### src/rtl/sgmii_pkg.sv
// sgmii_pkg: shared K28.5 comma constants, alignment states and comma detector for the SGMII path
package sgmii_pkg;
  localparam int SYM_BITS = 10;
  localparam logic [SYM_BITS-1:0] K28_5_RDN = 10'h17C;
  localparam logic [SYM_BITS-1:0] K28_5_RDP = 10'h283;
  typedef enum logic [1:0] {HUNT, VERIFY, LOCKED} align_state_t;
  function automatic logic is_k28_5(input logic [SYM_BITS-1:0] s);
    return (s == K28_5_RDN) || (s == K28_5_RDP);
  endfunction
endpackage

### src/rtl/sgmii_rx_comma_align_if.sv
// sgmii_rx_comma_align_if: aligned 10b symbol stream and lock status toward the 8b/10b decoder
interface sgmii_rx_comma_align_if;
  import sgmii_pkg::*;
  logic [SYM_BITS-1:0] sym_data;
  logic sym_valid;
  logic sym_is_comma;
  logic sym_comma_rdp;
  logic locked;
  logic realign;
  modport master (output sym_data, sym_valid, sym_is_comma, sym_comma_rdp, locked, realign);
  modport slave (input sym_data, sym_valid, sym_is_comma, sym_comma_rdp, locked, realign);
endinterface

### src/rtl/sgmii_rx_comma_align.sv
// sgmii_rx_comma_align: serial-to-parallel SGMII receive front end with K28.5 comma hunt and lock tracking
module sgmii_rx_comma_align
  import sgmii_pkg::*;
#(
  parameter int LOCK_COMMAS   = 3,
  parameter int MISALIGN_MAX  = 2,
  parameter int COMMA_TIMEOUT = 1024
) (
  input  logic                          ser_sgmii_clk,
  input  logic                          reset,
  input  logic                          sgmii_rx_p,
  sgmii_rx_comma_align_if.master        sym
);
  localparam int TW = $clog2(COMMA_TIMEOUT + 1);
  localparam int GW = $clog2(LOCK_COMMAS + 1);
  localparam int MW = $clog2(MISALIGN_MAX + 1);
  logic [SYM_BITS-1:0] sr;
  logic [3:0] ph;
  align_state_t state;
  logic [GW-1:0] good_cnt, good_nxt;
  logic [MW-1:0] mis_cnt, mis_nxt;
  logic [TW-1:0] tmo_cnt, tmo_nxt;
  logic match, boundary, acquire, emit;
  assign match    = is_k28_5(sr);
  assign boundary = (state != HUNT) && (ph == 4'd9);
  // a comma off the symbol grid restarts alignment only while not yet locked
  assign acquire  = match && ((state == HUNT) || (state == VERIFY && !boundary));
  assign emit     = boundary || acquire;
  assign good_nxt = good_cnt + GW'(1);
  assign mis_nxt  = mis_cnt + MW'(1);
  assign tmo_nxt  = tmo_cnt + TW'(1);
  assign sym.locked = state == LOCKED;
  always_ff @(posedge ser_sgmii_clk) begin
    if (reset) begin
      sr                <= '0;
      ph                <= '0;
      state             <= HUNT;
      good_cnt          <= '0;
      mis_cnt           <= '0;
      tmo_cnt           <= '0;
      sym.sym_data      <= '0;
      sym.sym_valid     <= 1'b0;
      sym.sym_is_comma  <= 1'b0;
      sym.sym_comma_rdp <= 1'b0;
      sym.realign       <= 1'b0;
    end else begin
      sr            <= {sr[SYM_BITS-2:0], sgmii_rx_p};
      ph            <= (acquire || ph == 4'd9) ? 4'd0 : ph + 4'd1;
      sym.realign   <= acquire;
      sym.sym_valid <= emit;
      if (emit) begin
        sym.sym_data      <= sr;
        sym.sym_is_comma  <= match;
        sym.sym_comma_rdp <= sr == K28_5_RDP;
      end
      if (acquire) begin
        good_cnt <= GW'(1);
        mis_cnt  <= '0;
        tmo_cnt  <= '0;
        state    <= (LOCK_COMMAS == 1) ? LOCKED : VERIFY;
      end else if (state == VERIFY && boundary && match) begin
        good_cnt <= good_nxt;
        if (good_nxt == GW'(LOCK_COMMAS)) begin
          state   <= LOCKED;
          mis_cnt <= '0;
          tmo_cnt <= '0;
        end
      end else if (state == LOCKED) begin
        if (boundary && match) begin
          mis_cnt <= '0;
          tmo_cnt <= '0;
        end else if (boundary) begin
          tmo_cnt <= tmo_nxt;
          if (tmo_nxt == TW'(COMMA_TIMEOUT)) state <= HUNT;
        end else if (match) begin
          mis_cnt <= mis_nxt;
          if (mis_nxt == MW'(MISALIGN_MAX)) begin
            state <= HUNT;
            ph    <= '0;
          end
        end
      end
    end
  end
endmodule

### src/flat_wrapper.sv
// flat-port wrapper written by rule: the top's interface ports become plain ports
module sgmii_rx_comma_align_flat import sgmii_pkg::*;
#(
  parameter int LOCK_COMMAS   = 3,
  parameter int MISALIGN_MAX  = 2,
  parameter int COMMA_TIMEOUT = 1024
)
  (ser_sgmii_clk, reset, sgmii_rx_p, sym_sym_data, sym_sym_valid, sym_sym_is_comma, sym_sym_comma_rdp, sym_locked, sym_realign);
  sgmii_rx_comma_align_if sym_i ();
  input  logic ser_sgmii_clk;
  input  logic reset;
  input  logic sgmii_rx_p;
  output wire logic [$bits(sym_i.sym_data)-1:0] sym_sym_data;
  output wire logic [$bits(sym_i.sym_valid)-1:0] sym_sym_valid;
  output wire logic [$bits(sym_i.sym_is_comma)-1:0] sym_sym_is_comma;
  output wire logic [$bits(sym_i.sym_comma_rdp)-1:0] sym_sym_comma_rdp;
  output wire logic [$bits(sym_i.locked)-1:0] sym_locked;
  output wire logic [$bits(sym_i.realign)-1:0] sym_realign;
  assign sym_sym_data = sym_i.sym_data;
  assign sym_sym_valid = sym_i.sym_valid;
  assign sym_sym_is_comma = sym_i.sym_is_comma;
  assign sym_sym_comma_rdp = sym_i.sym_comma_rdp;
  assign sym_locked = sym_i.locked;
  assign sym_realign = sym_i.realign;
  sgmii_rx_comma_align #(.LOCK_COMMAS(LOCK_COMMAS), .MISALIGN_MAX(MISALIGN_MAX), .COMMA_TIMEOUT(COMMA_TIMEOUT)) u_core (.ser_sgmii_clk(ser_sgmii_clk), .reset(reset), .sgmii_rx_p(sgmii_rx_p), .sym(sym_i));
endmodule
### config.mk
export PLATFORM = sky130hd
export DESIGN_NAME = sgmii_rx_comma_align_flat
export DESIGN_NICKNAME = d
export VERILOG_FILES = /design/src/rtl/sgmii_pkg.sv /design/src/rtl/sgmii_rx_comma_align_if.sv /design/src/rtl/sgmii_rx_comma_align.sv /design/src/flat_wrapper.sv
export SDC_FILE = /design/constraint.sdc
export NUM_CORES = 1
export LEC_CHECK = 0
export CAP_MARGIN = 20
export CORE_ASPECT_RATIO = 1.5
export CORE_MARGIN = 2
export CORE_UTILIZATION = 30
export DETAILED_ROUTE_END_ITERATION = 10
export GPL_TIMING_DRIVEN = 0
export PLACE_DENSITY = 0.56
export SKIP_CTS_REPAIR_TIMING = 1
export SLEW_MARGIN = 20
export SYNTH_ARGS = -nofsm -noshare
export SYNTH_HDL_FRONTEND = slang
export SYNTH_SLANG_ARGS = --single-unit
### constraint.sdc
create_clock -name ser_sgmii_clk -period 2.15 [get_ports ser_sgmii_clk]
set_input_delay 0.43 -clock ser_sgmii_clk [delete_from_list [all_inputs] [get_ports ser_sgmii_clk]]
set_output_delay 0.43 -clock ser_sgmii_clk [all_outputs]
set_load 0.02 [all_outputs]
==> results by group, run 1 <==
Synth
  • Post-synth ARST share: 0%
  • Cells after Synth: 239
  • Synth Net Count: 247
  • Avg Inst Size Synth: 8.84 um2
  • Synth Flop Type: dfxtp_1
  • Cell variety after synth: 52
  • EDFF count, synth: 0
  • Yosys Warn Count: 0
  • Post-synthesis sequential area ratio: 42.6%
  • #FFs+latches synth: 45
  • Synthesized cell area: 2110 um2

Timing
  • Clock skew: 0.00591 ns
  • Slew Limit Fails: 0
  • Worst setup margin: 0.0671 ns
  • Final hold violation count: 0
  • RSZ-0062 raised after global routing: true
  • Worst slew margin: 63.8%
  • Final setup violation count: 0
  • Fmax: 0.480 GHz
  • Minimum clock period: 2.08 ns
  • Setup_tns: 0 ns
  • Tcrit/Tclk final: 96.9%
  • Worst Tran Pin Value: 0.537 ns

Global routing
  • First-pass GRT wire length: 8.41 mm
  • All-Layer GR Usage: 13.8%
  • Grt ovf: 0
  • Initial antenna violation count: 0
  • Largest net degree at the start of global routing: 14
  • Vias in the first global route: 1783

Setup path
  • CP arrival: 2.31 ns
  • WS Path Type: flop to flop
  • CP Capture Type: flop
  • WP data required: 2.38 ns
  • Internal reg-to-reg setup slack: 0.07 ns
  • Crit-path max FO: 10
  • Critical path origin: u_core.sr[9]
  • Worst R2R Start: u_core.sr[9]
  • R2R depth: 6
  • Critical R2R Capture: u_core.tmo_cnt[2]
  • Worst Setup Start Kind: flop

Place
  • IO Port Bufs: 17
  • Gpl congestion: 0.817
  • DP HPWL: 3.64 mm
  • Setup WS pre-CTS: -0.194 ns

CTS
  • CTS Buffer Depth: 2
  • Num CTS Buffers: 5
  • Clk slew on worst S/H paths: 0.08 ns
  • CTS root buf: clkbuf_8
  • CTS tree: built
  • Clock sinks: 45
  • Clk_lat worst skew: 0.30 ns
  • Htree depth: 2

Floorplan
  • Chip width: 72.5 um
  • Number of I/O pins: 18
  • Die area: 7750 um2
  • Die extent in y: 107 um
  • Row count: 37
  • Core area: 6850 um2
  • Initial Util: 30.8%

Routing
  • Vias per cell: 5.26
  • # DRC: 0
  • Wirelength, routed: 4.91 mm
  • Routed Antenna Nets: 0
  • Wire per inst: 14.3 um
  • Starting DRT DRC Count: 81
  • DR vias: 1810
  • First-pass DRT Iterations: 4

Layout
  • # nets final: 274
  • Layout cells sized above 1: 13.9%
  • Area growth, synth to finish: 20.8%
  • Register area: 903 um2
  • Fillers: 727
  • Diodes inserted: 0
  • Area of the multi-input gates: 1130 um2

Hold path
  • Hold Crit Class: flop to flop
  • Worst Hold Depth: 2
  • Hold EP: u_core.mis_cnt[1]
  • HP Start: u_core.mis_cnt[1]

Pwr
  • Pwr dens: 596 nW/um2
  • Peak VDD IR: 0.440 mV
  • Total power: 1.52 mW
  • Lkg Pwr: 0.878 nW

Job
  • Max-cap violations: 0

Run status
  • Status: finished, final reports clean
-- how the worst max path moves through the flow --
stage | to | slack, ns | depth (start not counted)
finish | u_core.tmo_cnt[2] | 0.07 | 6
global route | u_core.tmo_cnt[2] | -0.007 | 6
CTS | u_core.tmo_cnt[2] | -0.21 | 6
detailed placement | u_core.tmo_cnt[2] | -0.19 | 6
global placement | u_core.tmo_cnt[2] | -0.20 | 6
floorplan | u_core.tmo_cnt[3] | 0.15 | 5
-- sequential cells by signal (all words and copies together), names as in the netlist --
signal / cells
u_core.sym.sym_is_comma: 1
u_core.state: 2
u_core.sym.sym_valid: 1
u_core.ph: 4
u_core.sr: 10
u_core.sym.sym_data: 10
u_core.mis_cnt: 2
u_core.good_cnt: 2
u_core.sym.realign: 1
u_core.sym.sym_comma_rdp: 1
u_core.tmo_cnt: 11
-- cell usage in the layout (no fill, tap or decap), types with 2 or more instances in the layout --
master,Yosys,final
a31oi_1,4,4
nor2_1,11,11
clkbuf_8,0,5
nor3_1,3,2
buf_4,0,6
dfxtp_1,45,43
a211oi_2,2,2
buf_6,3,3
a22oi_1,2,2
nand3_1,21,21
a311oi_1,3,3
and4b_2,1,2
or3_1,8,8
clkdlybuf4s50_1,0,16
nand2b_1,3,3
a21oi_1,21,21
inv_1,7,7
nor2b_1,11,11
nand2_1,13,13
clkbuf_1,9,6
and2_1,2,2
and3_1,7,7
o21ai_0,17,16
nand4_1,6,6
dfxtp_2,0,2
ha_1,5,5
a211oi_1,2,2
o21ai_1,1,2
nand4b_1,2,2
-- per-layer routing --
metal	global-route usage, %	wire length [um]
met3	1.79	100
met5	0	0
met4	6.48	103
met1	15.8	2080
met2	24.5	2630
-- cells by family (layout without fill, tap and decap cells) --
family          after synthesis  in the layout  synth area share, %
simple gates                 99             99                 27.7
buf+inv                      21             48                 4.91
mux                           1              1                0.533
fa+ha+maj                     5              5                 2.96
flops                        45             45                 42.6
compound gates               66             66                 20.4
xor+xnor                      2              2                0.829
-- metrics by stage --
stage,cell area [um2],hold slack [ns],utilization [%],cells
floorplan,2110,0.432,-,239
global placement,2380,0.441,34.8,334
detailed placement,2380,0.445,34.8,334
CTS,2480,0.457,36.3,341
global route,2550,0.492,37.3,344
finish,2550,0.453,37.3,344
-- Yosys cell counts, types with 4 or more instances --
master / number / area [um2]
and3_1: 7 / 43.8
o21ai_0: 17 / 85.1
nor2b_1: 11 / 68.8
a31oi_1: 4 / 25.0
clkbuf_1: 9 / 33.8
nand2_1: 13 / 48.8
nand4_1: 6 / 37.5
nor2_1: 11 / 41.3
dfxtp_1: 45 / 901
nand3_1: 21 / 105
inv_1: 7 / 26.3
ha_1: 5 / 62.6
a21oi_1: 21 / 105
or3_1: 8 / 50.1
-- layout make-up --
type | count | share of cell area (%)
tap | 78 | 3.82
buffer | 11 | 2.70
inverter | 7 | 1.03
clock inverter | 2 | 1.37
clock buffer | 5 | 2.70
multi-input combinational | 173 | 44.5
timing repair buffer | 23 | 8.53
sequential | 45 | 35.4
-- where the power goes --
part / internal (mW) / total (mW) / switching, mW
Sequential: 0.841 / 0.848 / 0.00703
Clock: 0.338 / 0.630 / 0.291
Combinational: 0.0207 / 0.0447 / 0.0240
-- worst max-delay path: stages, from the launching register on --
cell	delay, ns
dfxtp_2	0.33
or4b_4	0.55
nor4_4	0.30
buf_4	0.19
o21ai_4	0.10
a2111o_1	0.40
o22ai_2	0.13
Power figures use the tool's default switching activity.
==> run 2, diff against run 1 <==
CORE_ASPECT_RATIO = 0.8   (was 1.5)
==> run 2 against run 1 <==
  * Clock power down 17%
  * Critical endpoint unchanged
  * Highest routed layer unchanged
  * Flip-flop and latch count unchanged
  * Hold slack worse by 0.0012 ns
  * Sequential power about the same
  * Critical path depth unchanged
  * Combinational power down 3%
==> results by group, run 2 (synthesis gave the netlist of run 1 again) <==
Timing
  • RSZ-0062 raised after global routing: true
  • Slew Limit Fails: 0 (unchanged)
  • Fmax: 0.469 GHz (-2.3%)
  • Worst slew margin: 55.2% (-8.7 points)
  • Clock skew: 0.0131 ns (+0.00721 ns)
  • Worst setup margin: 0.0171 ns (-0.0500 ns)
  • Final setup violation count: 0 (unchanged)
  • Worst Tran Pin Value: 0.665 ns (+0.129 ns)
  • Tcrit/Tclk final: 99.2% (+2.3 points)
  • Minimum clock period: 2.13 ns (+0.0500 ns)
  • Final hold violation count: 0 (unchanged)

Place
  • Gpl congestion: 0.817 (about the same)
  • DP HPWL: 3.51 mm (-3.5%)
  • IO Port Bufs: 17 (unchanged)
  • Placed insts: 343 (+2.7%)
  • Setup WS pre-CTS: -0.231 ns (-0.0372 ns)

Pwr
  • Switching power: 0.323 mW (+0.16%)
  • Total power: 1.41 mW (-7.1%)
  • Internal cell power: 1.09 mW (-9.1%)
  • Pwr dens: 544 nW/um2 (-8.7%)
  • Gate power share: 3.1% (+0.2 points)
  • Clock Power Share: 36.9% (-4.5 points)
  • Peak VDD IR: 0.338 mV (-23%)
  • Switch share: 22.8% (+1.7 points)
  • Lkg Pwr: 0.880 nW (+0.21%)
  • Flop pwr share: 60.0% (+4.3 points)

CTS
  • CTS Buffer Depth: 2 (unchanged)
  • CTS tree: built
  • Num CTS Buffers: 5 (unchanged)
  • Clock sinks: 45 (unchanged)
  • Clk slew on worst S/H paths: 0.09 ns (about the same)
  • Clk_lat worst skew: 0.30 ns (about the same)
  • Htree depth: 2 (unchanged)
  • CTS root buf: clkbuf_8

Global routing
  • Initial antenna violation count: 0 (unchanged)
  • Vias in the first global route: 1665 (-6.6%)
  • All-Layer GR Usage: 13.1% (-0.70 points)
  • First-pass GRT wire length: 8.18 mm (-2.8%)
  • Largest net degree at the start of global routing: 14 (unchanged)
  • Grt ovf: 0 (unchanged)

Layout
  • Layout Cells excl Fill: 355 (+3.2%)
  • Most common cell after layout, fill and taps aside: dfxtp_1
  • Largest reg by FF count: u_core.tmo_cnt
  • Largest registers: u_core.tmo_cnt: 11 flops, u_core.sr: 10 flops, u_core.sym.sym_data: 10 flops
  • Most frequent cells in the layout: dfxtp_1 (42), nand3_1 (21), a21oi_1 (19)
  • Diodes inserted: 0 (unchanged)
  • Area growth, synth to finish: 22.9%
  • Fillers: 719 (-1.1%)
  • # nets final: 275 (+0.36%)
  • Max reg flops: 11 (unchanged)
  • Layout cells sized above 1: 17.2% (+3.3 points)

Hold path
  • Hold Crit Class: flop to flop

Floorplan
  • Row count: 27 (-27%)
  • Die extent in y: 79.1 um (-26%)
  • Initial Util: 30.8% (about the same)
  • Number of I/O pins: 18 (unchanged)
  • Chip width: 97.8 um (+35%)
  • Die area: 7740 um2 (-0.12%)
  • Core area: 6860 um2 (about the same)

Routing
  • Starting DRT DRC Count: 97 (+20%)
  • Routed Antenna Nets: 0 (unchanged)
  • Wire per inst: 14.5 um (+1.6%)
  • # DRC: 0 (unchanged)
  • DR vias: 1871 (+3.4%)
  • Wirelength, routed: 5.15 mm (+4.9%)
  • First-pass DRT Iterations: 4 (unchanged)
  • Vias per cell: 5.27 (+0.17%)

Setup path
  • WS Path Type: flop to flop
  • WP data required: 2.38 ns (about the same)
  • CP arrival: 2.37 ns (+0.06 ns)
  • CP Capture Type: flop
  • Worst Setup Start Kind: flop
  • Crit-path max FO: 10 (unchanged)

Run status
  • Status: finished, final reports clean

Job
  • Max-cap violations: 0 (unchanged)
run 2: critical path: stages (launching register included):
cell and delay, ns:
dfxtp_2 0.33, or4b_4 0.56, nor4_4 0.31, buf_4 0.20, o21ai_4 0.11, a2111o_1 0.42, o22ai_2 0.14
run 2: through the flow:
| step | util [%] | TNS, ns | cell area [um2] | hold WS [ns] |
|---|---|---|---|---|
| after floorplan | - | 0 | 2110 | 0.432 |
| after global placement | 34.9 | -2.42 | 2390 | 0.444 |
| after detailed placement | 34.9 | -2.57 | 2390 | 0.443 |
| after CTS | 36.1 | -2.99 | 2480 | 0.456 |
| after global routing | 37.9 | -0.129 | 2600 | 0.494 |
| final | 37.9 | 0 | 2600 | 0.452 |
run 2: cell type report:
cell class | count | area, um2 | area share, %
inverter | 7 | 26.3 | 1.01
multi-input combinational | 173 | 1180 | 45.6
buffer | 12 | 76.3 | 2.94
sequential | 45 | 905 | 34.8
timing repair buffer | 23 | 213 | 8.19
tap | 87 | 109 | 4.19
clock inverter | 1 | 7.51 | 0.289
clock buffer | 7 | 76.3 | 2.94
run 2: power groups by stage:
stage | clock [mW] | sequential (mW) | combinational [mW]
after detailed placement | 0 | 0.868 | 0.0415
after global routing | 0.568 | 0.850 | 0.0481
after global placement | 0 | 0.867 | 0.0418
after floorplan | 0 | 0.866 | 0.0290
after CTS | 0.538 | 0.848 | 0.0416
final | 0.522 | 0.848 | 0.0432
run 2: final timing paths:
kind                           from  depth (start not counted)  slack [ns]           endpoint
hold / removal    u_core.mis_cnt[1]                          2        0.45  u_core.mis_cnt[1]
setup / recovery       u_core.sr[9]                          6        0.02  u_core.tmo_cnt[2]
setup reg to reg       u_core.sr[9]                          6        0.02  u_core.tmo_cnt[2]
hold reg to reg   u_core.mis_cnt[1]                          2        0.45  u_core.mis_cnt[1]
run 2: layer usage:
layer	part of all wire, %	vias to the layer above	GRT usage [%]
met4	1.0	0	3.61
met5	0	-	0
met2	43	37	19.2
met1	52	888	19.1
met3	3.7	7	2.99
li1	-	939	-
==> patch (config.mk and constraints of run 1) <==
`COMMA_TIMEOUT` is set to 1024 in 2 places; all go to 256.
--- a/src/rtl/sgmii_rx_comma_align.sv
+++ b/src/rtl/sgmii_rx_comma_align.sv
@@ -4,7 +4,7 @@
 #(
   parameter int LOCK_COMMAS   = 3,
   parameter int MISALIGN_MAX  = 2,
-  parameter int COMMA_TIMEOUT = 1024
+  parameter int COMMA_TIMEOUT = 256
 ) (
   input  logic                          ser_sgmii_clk,
   input  logic                          reset,
--- a/src/flat_wrapper.sv
+++ b/src/flat_wrapper.sv
@@ -3,7 +3,7 @@
 #(
   parameter int LOCK_COMMAS   = 3,
   parameter int MISALIGN_MAX  = 2,
-  parameter int COMMA_TIMEOUT = 1024
+  parameter int COMMA_TIMEOUT = 256
 )
   (ser_sgmii_clk, reset, sgmii_rx_p, sym_sym_data, sym_sym_valid, sym_sym_is_comma, sym_sym_comma_rdp, sym_locked, sym_realign);
   sgmii_rx_comma_align_if sym_i ();
Check against the original RTL: no difference found for any inputs over 10 cycles, from zero or initial values and one cycle with reset high; that may be too few to reach the edited logic, so the function may still have changed.
==> patch against run 1 <==
The flow now finishes with violations (negative setup slack). Clock skew rose by 0.0077 ns. Via count rose by 4.4%. Total power fell by 9.7%. Synthesized area fell by 3.1%. Final cell count rose by 0.58%. Worst setup slack got worse by 0.092 ns. Sequential cell count fell by 2. Wire length rose by 5.4%. Final area rose by 0.83%. Critical endpoint unchanged.
==> patch: results <==
export IMPL_place_gp_congestion=0.794
export IMPL_synth_area_leaders="dfxtp_1 (42%), a21oi_1 (5.9%), nand3_1 (5.1%)"
export IMPL_grt_pass1_vias=1790
export IMPL_finalSetupTns_ns=-0.0848
export IMPL_whs_ns=0.459
export IMPL_hold_end="u_core.good_cnt[1]"
export IMPL_via_count=1890
export IMPL_crit_fanout=7
export IMPL_buf_share_pct=12.0
export IMPL_clkSlewWorstSetupHoldPaths_ns=0.09
export IMPL_multi_input_cells=177
export IMPL_wl_met1_mm=2.15
export IMPL_dpl_cell_area_um2=2310
export IMPL_grt_pass1_wl_mm=8.46
export IMPL_wirelength_mm=5.18
export IMPL_arrival_ns=2.38
export IMPL_n_all_buffers=36
export IMPL_setup_ws_ns=-0.0245
export IMPL_power_switching_uw=326
export IMPL_violations="negative setup slack"
export IMPL_hold_depth=2
export IMPL_clk_share_pct=3.31
export IMPL_seq_cell_count=43
export IMPL_seqPwrFrac_pct=59.1
export IMPL_num_nets_final=278
export IMPL_setup_viol=6
export IMPL_sh_seq_area_pct=33.6
export IMPL_num_clock_buffers=6
export IMPL_track_usage_pct=14.0
export IMPL_cts_buffers_inserted=5
export IMPL_met3_length_um=174
export IMPL_power_density_nw_per_um2=534
export IMPL_met2_length_mm=2.79
export IMPL_relSlewSlack_pct=63.2
export IMPL_ir_worst_vdd_mv=0.316
export IMPL_clock_skew_ns=0.0136
export IMPL_yosysUniqueCellTypes=50
export IMPL_drt_iter0_markers=50
export IMPL_hpwl_mm=3.67
export IMPL_layout_drive_gt1_share_pct=21.5
export IMPL_wire_per_inst_um=15.0
export IMPL_multiInputGateArea_um2=1200
export IMPL_netlist_instances=240
export IMPL_async_reset_ff_share_pct=0
export IMPL_dp_cells=333
export IMPL_port_buffers=17
export IMPL_outcome="finished, violations left"
export IMPL_hold_start="u_core.good_cnt[1]"
export IMPL_fillers=650
export IMPL_reg_top3="u_core.sr (10), u_core.sym.sym_data (10), u_core.tmo_cnt (9)"
export IMPL_mappedNetlistNets=249
export IMPL_p_leak_nw=0.843
export IMPL_cts_root_buf="clkbuf_8"
export IMPL_slowest_delay_ns=0.55
export IMPL_netlist_top_cells_count="dfxtp_1 (43), a21oi_1 (24), nand3_1 (21), nand2_1 (19), o21ai_0 (19)"
export IMPL_seqCellArea_um2=865
export IMPL_pre_cts_slack_ns=-0.539
[patch: cell count changes in the layout (fill, tap and decap cells not counted), moves of 4 or more]
| cell | before | now |
|---|---|---|
| nand2_1 | 13 | 17 |
| or3_1 | 8 | 4 |
| o21ai_2 | 1 | 6 |
| and3_1 | 7 | 1 |
| a21oi_2 | 0 | 4 |
| nor4_1 | 1 | 5 |
| o21ai_0 | 16 | 10 |
[patch: per-layer routing]
| metal | vias to the layer above | global-route usage, % |
|---|---|---|
| met2 | 34 | 25.0 |
| li1 | 940 | - |
| met4 | 0 | 4.45 |
| met3 | 6 | 3.09 |
| met1 | 910 | 16.3 |
| met5 | - | 0 |
[patch: kinds of logic after synthesis]
family,count (synthesis),share of synthesized area (%)
flops,43,42.1
fa+ha+maj,6,3.67
mux,1,0.550
buf+inv,20,4.34
simple gates,100,27.1
compound gates,68,21.4
xor+xnor,2,0.856
